[src/rtl/noc_pkg.sv]
// noc_pkg: shared constants for the mesh router input port.
//   FLIT_W          flit width (dest X, dest Y, payload)
//   DEST_*          dest coordinate bit positions inside a flit
//   port_idx_e      output-port indices PORT_N..PORT_L
//   ROUTE_*         one-hot route encodings {L,W,E,S,N} = bits [4:0]
//   DEFAULT_DEPTH   default flit buffer depth (= sender's initial credits)
//   xy_route()      dimension-ordered (X then Y) route computation
package noc_pkg;

  localparam int FLIT_W        = 20;
  localparam int COORD_W       = 2;
  localparam int PAYLOAD_W     = 16;
  localparam int DEST_X_HI     = 19;
  localparam int DEST_X_LO     = 18;
  localparam int DEST_Y_HI     = 17;
  localparam int DEST_Y_LO     = 16;
  localparam int ROUTE_W       = 5;
  localparam int DEFAULT_DEPTH = 4;

  typedef enum int unsigned {
    PORT_N = 0,
    PORT_S = 1,
    PORT_E = 2,
    PORT_W = 3,
    PORT_L = 4
  } port_idx_e;

  localparam logic [ROUTE_W-1:0] ROUTE_NONE = '0;
  localparam logic [ROUTE_W-1:0] ROUTE_N    = ROUTE_W'(1) << PORT_N;
  localparam logic [ROUTE_W-1:0] ROUTE_S    = ROUTE_W'(1) << PORT_S;
  localparam logic [ROUTE_W-1:0] ROUTE_E    = ROUTE_W'(1) << PORT_E;
  localparam logic [ROUTE_W-1:0] ROUTE_W_   = ROUTE_W'(1) << PORT_W;
  localparam logic [ROUTE_W-1:0] ROUTE_L    = ROUTE_W'(1) << PORT_L;

  // X is resolved first, Y only once the flit is in the right column.
  function automatic logic [ROUTE_W-1:0] xy_route(
    input logic [COORD_W-1:0] dest_x,
    input logic [COORD_W-1:0] dest_y,
    input logic [COORD_W-1:0] here_x,
    input logic [COORD_W-1:0] here_y
  );
    logic [ROUTE_W-1:0] r;
    if (dest_x > here_x)      r = ROUTE_E;
    else if (dest_x < here_x) r = ROUTE_W_;
    else if (dest_y > here_y) r = ROUTE_N;
    else if (dest_y < here_y) r = ROUTE_S;
    else                      r = ROUTE_L;
    return r;
  endfunction

endpackage

[src/rtl/router_in_port_fifo.sv]
// flit_fifo: DEPTH-entry circular flit buffer for router_in_port.
//   clk, rst      clock, synchronous active-high reset (clears pointers/count)
//   push          write wdata this edge (caller guarantees space or same-edge pop)
//   pop           advance read pointer this edge (caller guarantees non-empty)
//   wdata         flit to store
//   rdata         entry at rd_ptr
//   full, empty   count == DEPTH / count == 0
// DEPTH must be at least 2.
module flit_fifo
  import noc_pkg::*;
#(
  parameter int DEPTH = DEFAULT_DEPTH,
  parameter int WIDTH = FLIT_W
) (
  input  logic             clk,
  input  logic             rst,
  input  logic             push,
  input  logic             pop,
  input  logic [WIDTH-1:0] wdata,
  output logic [WIDTH-1:0] rdata,
  output logic             full,
  output logic             empty
);

  localparam int PW = $clog2(DEPTH) + 1;
  localparam int AW = PW - 1;

  logic [WIDTH-1:0] mem [DEPTH];
  logic [PW-1:0]    wr_ptr;
  logic [PW-1:0]    rd_ptr;
  logic [PW-1:0]    count;

  function automatic logic [PW-1:0] ptr_next(input logic [PW-1:0] p);
    return (p == PW'(DEPTH - 1)) ? '0 : p + PW'(1);
  endfunction

  always_ff @(posedge clk) begin
    if (rst) begin
      wr_ptr <= '0;
      rd_ptr <= '0;
      count  <= '0;
    end else begin
      if (push) wr_ptr <= ptr_next(wr_ptr);
      if (pop)  rd_ptr <= ptr_next(rd_ptr);
      case ({push, pop})
        2'b10:   count <= count + PW'(1);
        2'b01:   count <= count - PW'(1);
        default: count <= count;
      endcase
    end
  end

  // Storage has no reset; entries are only observed while count != 0.
  always_ff @(posedge clk) begin
    if (push && !rst) mem[wr_ptr[AW-1:0]] <= wdata;
  end

  assign rdata = mem[rd_ptr[AW-1:0]];
  assign full  = (count == PW'(DEPTH));
  assign empty = (count == '0);

endmodule

[src/rtl/router_in_port.sv]
// router_in_port: mesh router input port -- flit buffer, XY route compute,
// credit return to the upstream sender.
//   clk        clock
//   RST        synchronous active-high reset
//   datain     incoming flit {dest X[19:18], dest Y[17:16], payload[15:0]}
//   in_valid   datain carries a flit
//   co         one-cycle credit pulse, the cycle after each pop
//   dataout    head-of-buffer flit
//   out_valid  buffer non-empty
//   route      one-hot {L,W,E,S,N} request for the head flit, 0 when empty
//   out_ready  switch grant; pop on out_valid && out_ready
//   err_ovf    sticky dropped-flit flag
// Optional feature: define ROUTER_IN_PORT_OVF_DETECT_EN to enable err_ovf;
// otherwise it is tied low (flits are still dropped when full).
module router_in_port
  import noc_pkg::*;
#(
  parameter int ROUTER_X = 0,
  parameter int ROUTER_Y = 0,
  parameter int DEPTH    = DEFAULT_DEPTH
) (
  input  logic               clk,
  input  logic               RST,
  input  logic [FLIT_W-1:0]  datain,
  input  logic               in_valid,
  output logic               co,
  output logic [FLIT_W-1:0]  dataout,
  output logic               out_valid,
  output logic [ROUTE_W-1:0] route,
  input  logic               out_ready,
  output logic               err_ovf
);

  localparam logic [COORD_W-1:0] HERE_X = COORD_W'(ROUTER_X);
  localparam logic [COORD_W-1:0] HERE_Y = COORD_W'(ROUTER_Y);

  logic full;
  logic empty;
  logic push;
  logic pop;

  assign out_valid = !empty;
  assign pop       = out_valid && out_ready;
  // A full buffer still accepts a flit when the head leaves on the same edge.
  assign push      = in_valid && (!full || pop);

  flit_fifo #(
    .DEPTH (DEPTH),
    .WIDTH (FLIT_W)
  ) u_fifo (
    .clk   (clk),
    .rst   (RST),
    .push  (push),
    .pop   (pop),
    .wdata (datain),
    .rdata (dataout),
    .full  (full),
    .empty (empty)
  );

  always_comb begin
    route = ROUTE_NONE;
    if (out_valid)
      route = xy_route(dataout[DEST_X_HI:DEST_X_LO], dataout[DEST_Y_HI:DEST_Y_LO],
                       HERE_X, HERE_Y);
  end

  always_ff @(posedge clk) begin
    if (RST) co <= 1'b0;
    else     co <= pop;
  end

`ifdef ROUTER_IN_PORT_OVF_DETECT_EN
  logic drop;
  assign drop = in_valid && full && !pop;

  always_ff @(posedge clk) begin
    if (RST)       err_ovf <= 1'b0;
    else if (drop) err_ovf <= 1'b1;
  end
`else
  assign err_ovf = 1'b0;
`endif

endmodule

[config.mk]
export PLATFORM = sky130hd
export DESIGN_NAME = router_in_port
export DESIGN_NICKNAME = d
export VERILOG_FILES = /design/src/rtl/noc_pkg.sv /design/src/rtl/router_in_port_fifo.sv /design/src/rtl/router_in_port.sv
export SDC_FILE = /design/constraint.sdc
export NUM_CORES = 1
export LEC_CHECK = 0
export ABC_AREA = 1
export ABC_CLOCK_PERIOD_IN_PS = 3400
export CAP_MARGIN = 20
export CORE_MARGIN = 8
export CORE_UTILIZATION = 58
export CTS_CLUSTER_DIAMETER = 40
export DETAILED_ROUTE_END_ITERATION = 10
export GPL_ROUTABILITY_DRIVEN = 0
export PLACE_DENSITY = 0.84
export SLEW_MARGIN = 15
export SYNTH_ARGS = -nofsm -noshare
export SYNTH_HDL_FRONTEND = slang
export SYNTH_SLANG_ARGS = --single-unit
[constraint.sdc]
create_clock -name clk -period 3.4 [get_ports clk]
set_input_delay 1.02 -clock clk [delete_from_list [all_inputs] [get_ports clk]]
set_output_delay 1.02 -clock clk [all_outputs]
set_load 0.03 [all_outputs]
# Yosys cells after proc, flatten, opt, wreduce, memory -nomap -nowiden

Memories as Yosys holds them, arrays and structs flattened. A register that Yosys moved wholly into a read port is not among the register bits.
Index checks and enable logic that the tools add are counted.

Bits in latches: 0
Output and inout port bits: 28
Word-level logic and storage cells: 39
Register bits after elaboration: 10
Input bits: 24
Memory bits (writable): 80
ROM bits: 0
Memories: 1

$mul: 0
Muxes and demuxes: 12
$add $sub $neg: 4
Bitwise gates (word level): 0
Reductions and logical operators: 9
Shift operators: 0
Equal/unequal tests: 5
Divide/modulo/power cells: 0
Magnitude comparators: 4

Memory list:

| memory     | depth | bits a word | read ports | clocked after Yosys merged registers in | wr ports | RTL line                  | RTL |
|---|---|---|---|---|---|---|---|
| u_fifo.mem | 4     | 20          | 1          | 1                                       | 1        | router_in_port_fifo.sv:28 | `logic [WIDTH-1:0] mem [DEPTH];` |

Operators by type and width:

| cell                                                                         | count |
|---|---|
| 5-bit 2-to-1 mux                                                             | 5 |
| 3-bit by 1-bit adder with 3-bit output, second input constant                | 3 |
| 3-bit by 2-bit equality test with 1-bit output, second input constant        | 2 |
| 3-bit 2-to-1 mux                                                             | 2 |
| 3-bit one-hot mux with 2 select lines                                        | 1 |
| 2-bit by 1-bit > comparator with 1-bit output, second input constant         | 2 |
| 2-bit by 1-bit less-than comparator with 1-bit output, second input constant | 2 |
| 2-bit 2-to-1 mux                                                             | 2 |
| 3-bit equality test, second input constant                                   | 1 |
| 1-bit logical AND                                                            | 3 |
| 1-bit logical NOT                                                            | 3 |
| 3-bit logical NOT                                                            | 1 |
| 3-bit by 1-bit subtractor with 3-bit output, second input constant           | 1 |
| 2-bit by 1-bit equality test with 1-bit output, second input constant        | 1 |
| 2-bit equality test, second input constant                                   | 1 |
| 1-bit 2-to-1 mux                                                             | 2 |
| 2-bit nonzero test                                                           | 1 |
| 1-bit logical OR                                                             | 1 |

# Logic depth before layout (Yosys ltp)

Depth after elaboration: 8
Gate-level depth with buffers: 10
Gate-level depth less buffers: 10

# Cells and area by module

Synthesis repeated with hierarchy kept, for this count alone.

Cell total of the unflattened synthesis: 281
Area total of the unflattened synthesis: 3579.7 um^2

By module, submodules not included:

| module         | sequential area each (um^2) | area each (um^2) | instances | cells each |
|---|---|---|---|---|
| flit_fifo      | 2622.5                      | 3472.1           | 1         | 263 |
| router_in_port | 20.0                        | 107.6            | 1         | 18 |

# Worst setup path before layout

No wires, ideal clock.

Path kind: input to register
From: input out_ready
To: memory u_fifo.mem[0][0] in the netlist's numbering (enable)
Setup time: 397 ps
Cell stages on the path: 4
Buffers on the path: 0
Data required time: 3003 ps
Slack: 852 ps
Arrival: 2151 ps
Path through: nor2_1 nand2_1 nand3_1 nor2_1

Word-level cells in the longest chain between the ends: 6

Ends and longest elaborated chain:

| item                                   | RTL line                  | RTL |
|---|---|---|
| start, declared                        | router_in_port.sv:30      | `input logic out_ready,` |
| 1-bit logical AND                      | router_in_port.sv:43      | `assign pop = out_valid && out_ready;` |
| 1-bit logical OR                       | router_in_port.sv:45      | `assign push = in_valid && (!full \|\| pop);` |
| 1-bit logical AND                      | router_in_port.sv:45      |  |
| 1-bit logical AND                      | router_in_port_fifo.sv:55 | `if (push && !rst) mem[wr_ptr[AW-1:0]] <= wdata;` |
| 1-bit 2-to-1 mux                       | router_in_port_fifo.sv:55 |  |
| 1-bit 2-to-1 mux (implied by the code) | router_in_port_fifo.sv:55 |  |
| end, declared                          | router_in_port_fifo.sv:28 |  |

No other way between the ends.

==> impl.org <==
** Outcome
- The run finished with clean final reports.

** Timing
- Final worst-path cycle share :: 96.4%
- Setup repair after global routing missed its margin :: true
- Setup TNS Final :: 0 ns
- Final Setup Violations :: 0
- Highest achievable clock rate :: 0.305 GHz
- The smallest clock period supported by the final layout is computed as 3.28 ns.
- The clock arrives with 0.00791 ns of skew.
- Final setup margin :: 0.123 ns
- The number of hold violations in the final report came to 0.
- Max-slew violation count :: 0

** Global route
- Global-route wire length before repair :: 12000 um
- Aggregate global routing overflow :: 0
- Entering global routing, the biggest net connects 41 pins.
- The number of antenna violations at the first check in global routing came to 0.
- The via count of the first global-routing pass is 2402.
- Global Route Usage Sum :: 17.9%

** Yosys
- Synth Register Bits :: 92
- Synth cell types :: 25
- Sequential element share of the synthesized area :: 73.0%
- After synthesis, the mean cell area works out to 12.6 um2.
- Combined area of all synthesized cells :: 3620 um2
- Synthesis handed over a netlist of 288 instances.
- For this run, the number of Yosys warnings is 0.

** Clock network
- The clock tree synthesis step divided the H-tree into 3 levels.
- Number of buffers added for setup after CTS :: 0
- The root buffer cell chosen for the clock tree is clkbuf_8.
- CTS Buf Count :: 9
- The later pin in the worst-skew pair is clocked with a latency of 0.36 ns.
- Maximum number of buffers from clock root to sink :: 2
- After clock tree synthesis, the clock-pin slew on the worst setup and hold paths is 0.08 ns.
- TritonCTS clock tree :: built
- Once the clock tree was built, the resizer swapped 0 gates to a different size.
- Post-cts hold buffer count :: 0
- Number of sinks on the clock net :: 92

** Place
- I/O Buffers :: 48
- Cell area reported after detailed placement :: 4170 um2
- The HPWL after detailed placement is 4750 um.
- Post-Place Worst Slack :: 0.502 ns
- Number of placed instances, taps included :: 406

** Floorplanning
- The die is 95.0 um wide.
- The initialized floorplan defines 28 standard-cell rows.
- The initial utilization of the core area, before any placement, comes to 60.4%.
- The floorplan step defined a die boundary enclosing 9020 um2.
- Pin placement for this block handled 52 I/O pins.
- Core Region :: 5990 um2
- In this run the vertical extent of the chip is 95.0 um.

** Power
- Portion of total power attributed to the clock network :: 27.6%
- In this run the static leakage power is 0.00163 uW.
- Total power draw :: 3650 uW
- VDD sags by at most 603 uV.
- Switching Share :: 34.1%
- Register share of total power :: 37.1%
- Internal Power :: 2410 uW
- The share of total power dissipated in combinational logic is 35.3%.
- Power density relative to cell area :: 819 nW/um2
- Total net switching power :: 1250 uW

** Critical path
- The worst setup path is of the reg2out kind.
- Of all nets on the critical path, the largest fanout is 40.
- In this run the register-to-register setup slack is 1.30 ns.
- Data on the critical path is required at its endpoint by 2.38 ns.
- STA classifies the critical path startpoint as a flip-flop.
- Arrival time at the worst endpoint :: 2.26 ns
- In this run the critical register-to-register path is launched from u_fifo.count[0]$_SDFFE_PP0P_.
- Crit end category :: output pin

** Worst hold path
- In this run the most critical hold path is launched from u_fifo.wr_ptr[2]$_SDFFE_PP0P_.
- Kind of path behind the tightest hold check :: reg2reg

** Route
- Post-route DRC :: 0
- Per-cell routed wire length :: 18.0 um
- For this block, the initial DRC count from the detailed router was 228.
- Total detailed-routing wirelength :: 7600 um
- Dividing the detail-routed via count by the number of cells gives 5.48.
- DR vias :: 2312
- In this run the remaining antenna-violating nets after routing total 0.
- The first detailed-routing pass took 4 iterations.

** Cells and area
- Diodes inserted :: 0
- Compared with the post-synthesis result, the final layout area differs by 23.2%.
- The filler cells instantiated in the layout total 367.
- Non-filler cells in the finished layout :: 422
- Of the cells placed in the final design, the portion with a size suffix greater than 1 is 11.8%.
- For this run, the post-layout net count is 373.
- Post-Layout Inst Area :: 4460 um2

** Flow run
- Number of maximum-capacitance violations :: 0
==> worst paths after layout <==
check / to / cells past startpoint
max: dataout[5] / 4
min: u_fifo.wr_ptr[2]$_SDFFE_PP0P_ / 2
max reg2reg: u_fifo.count[2]$_SDFFE_PP0P_ / 9
min reg2reg: u_fifo.wr_ptr[2]$_SDFFE_PP0P_ / 2
==> per-layer routing <==
layer | GRT usage (%) | wire [um] | up-vias
met5 | 0 | 0 | -
met4 | 9.10 | 156 | 0
met3 | 4.21 | 506 | 13
met2 | 30.9 | 3900 | 79
met1 | 20.4 | 3030 | 1106
li1 | - | - | 1114
==> sequential cells by signal, summed over array words and instances, names as in the netlist, named ones only <==
register and count:
u_fifo.mem 80, u_fifo.count 3, u_fifo.rd_ptr 3, u_fifo.wr_ptr 3, co 1
==> per-stage QoR <==
step / util [%] / hold WS, ns
6_report: 74.4 / 0.463
2_1_floorplan: - / 0.430
5_1_grt: 74.4 / 0.490
4_1_cts: 74.4 / 0.465
3_3_place_gp: 69.6 / 0.442
3_5_place_dp: 69.6 / 0.450
==> cell type report <==
type	count	area (um2)	share of cell area (%)
clock buffer	9	124	2.78
clock inverter	7	163	3.65
inverter	21	80.1	1.80
multi-input combinational	162	823	18.5
sequential	92	2640	59.3
tap	75	93.8	2.10
timing repair buffer	56	531	11.9
==> Yosys cell counts (all sizes together) <==
cell type  instances  area share (%)
a31oi              1            0.17
o22ai             16             2.8
fa                 1            0.55
clkbuf             4            0.41
nand3             15             2.2
a21boi             1            0.21
o21ai             37             5.1
dfxtp             12             6.6
buf               11             2.1
xor2               1            0.24
edfxtp            80              66
a21oi              2            0.28
nor2              47             4.9
nand2             30             3.3
ha                 6             2.1
inv               21             2.2
nand4              1            0.17
conb               1            0.10
or2                1            0.17
==> power groups by stage <==
stage | Combinational (uW) | Sequential, uW | Clock (uW)
after global routing | 1390 | 1360 | 1060
after CTS | 1300 | 1350 | 1020
final | 1290 | 1350 | 1010
after global placement | 1240 | 1370 | 0
after detailed placement | 1280 | 1380 | 0
after floorplan | 810 | 1360 | 0
==> kinds of logic after synthesis <==
kind of cell	count (synthesis)	share of synthesized area (%)
flops	92	73.0
xor+xnor	1	0.242
fa+ha+maj	7	2.63
buf+inv	36	4.70
simple gates	94	10.8
other cells	1	0.104
compound gates	57	8.54
==> critical path, stage by stage (launching register included) <==
cell and delay, ns:
dfxtp_1 0.36, buf_4 0.39, o21ai_0 0.19, o22ai_1 0.23
clkdlybuf4s50_1 0.72
==> placed cells by master, fill, tap and decap left out <==
master / instances
o22ai_1: 16
clkbuf_8: 9
ha_1: 6
nand3_1: 14
or2_1: 1
nor2_2: 4
o21ai_1: 10
xor2_1: 1
inv_2: 4
clkinv_1: 1
inv_1: 16
clkinv_4: 1
buf_4: 12
a21boi_1: 1
a31oi_1: 1
nand3_2: 1
fa_1: 1
nand2_2: 3
nand2_1: 27
a21oi_1: 2
bufinv_16: 5
clkdlybuf4s50_1: 44
nand4_1: 1
edfxtp_1: 80
nor2_1: 43
conb_1: 3
dfxtp_1: 11
dfxtp_2: 1
o21ai_0: 27
clkinv_2: 1
(Power assumes the default switching activity.)
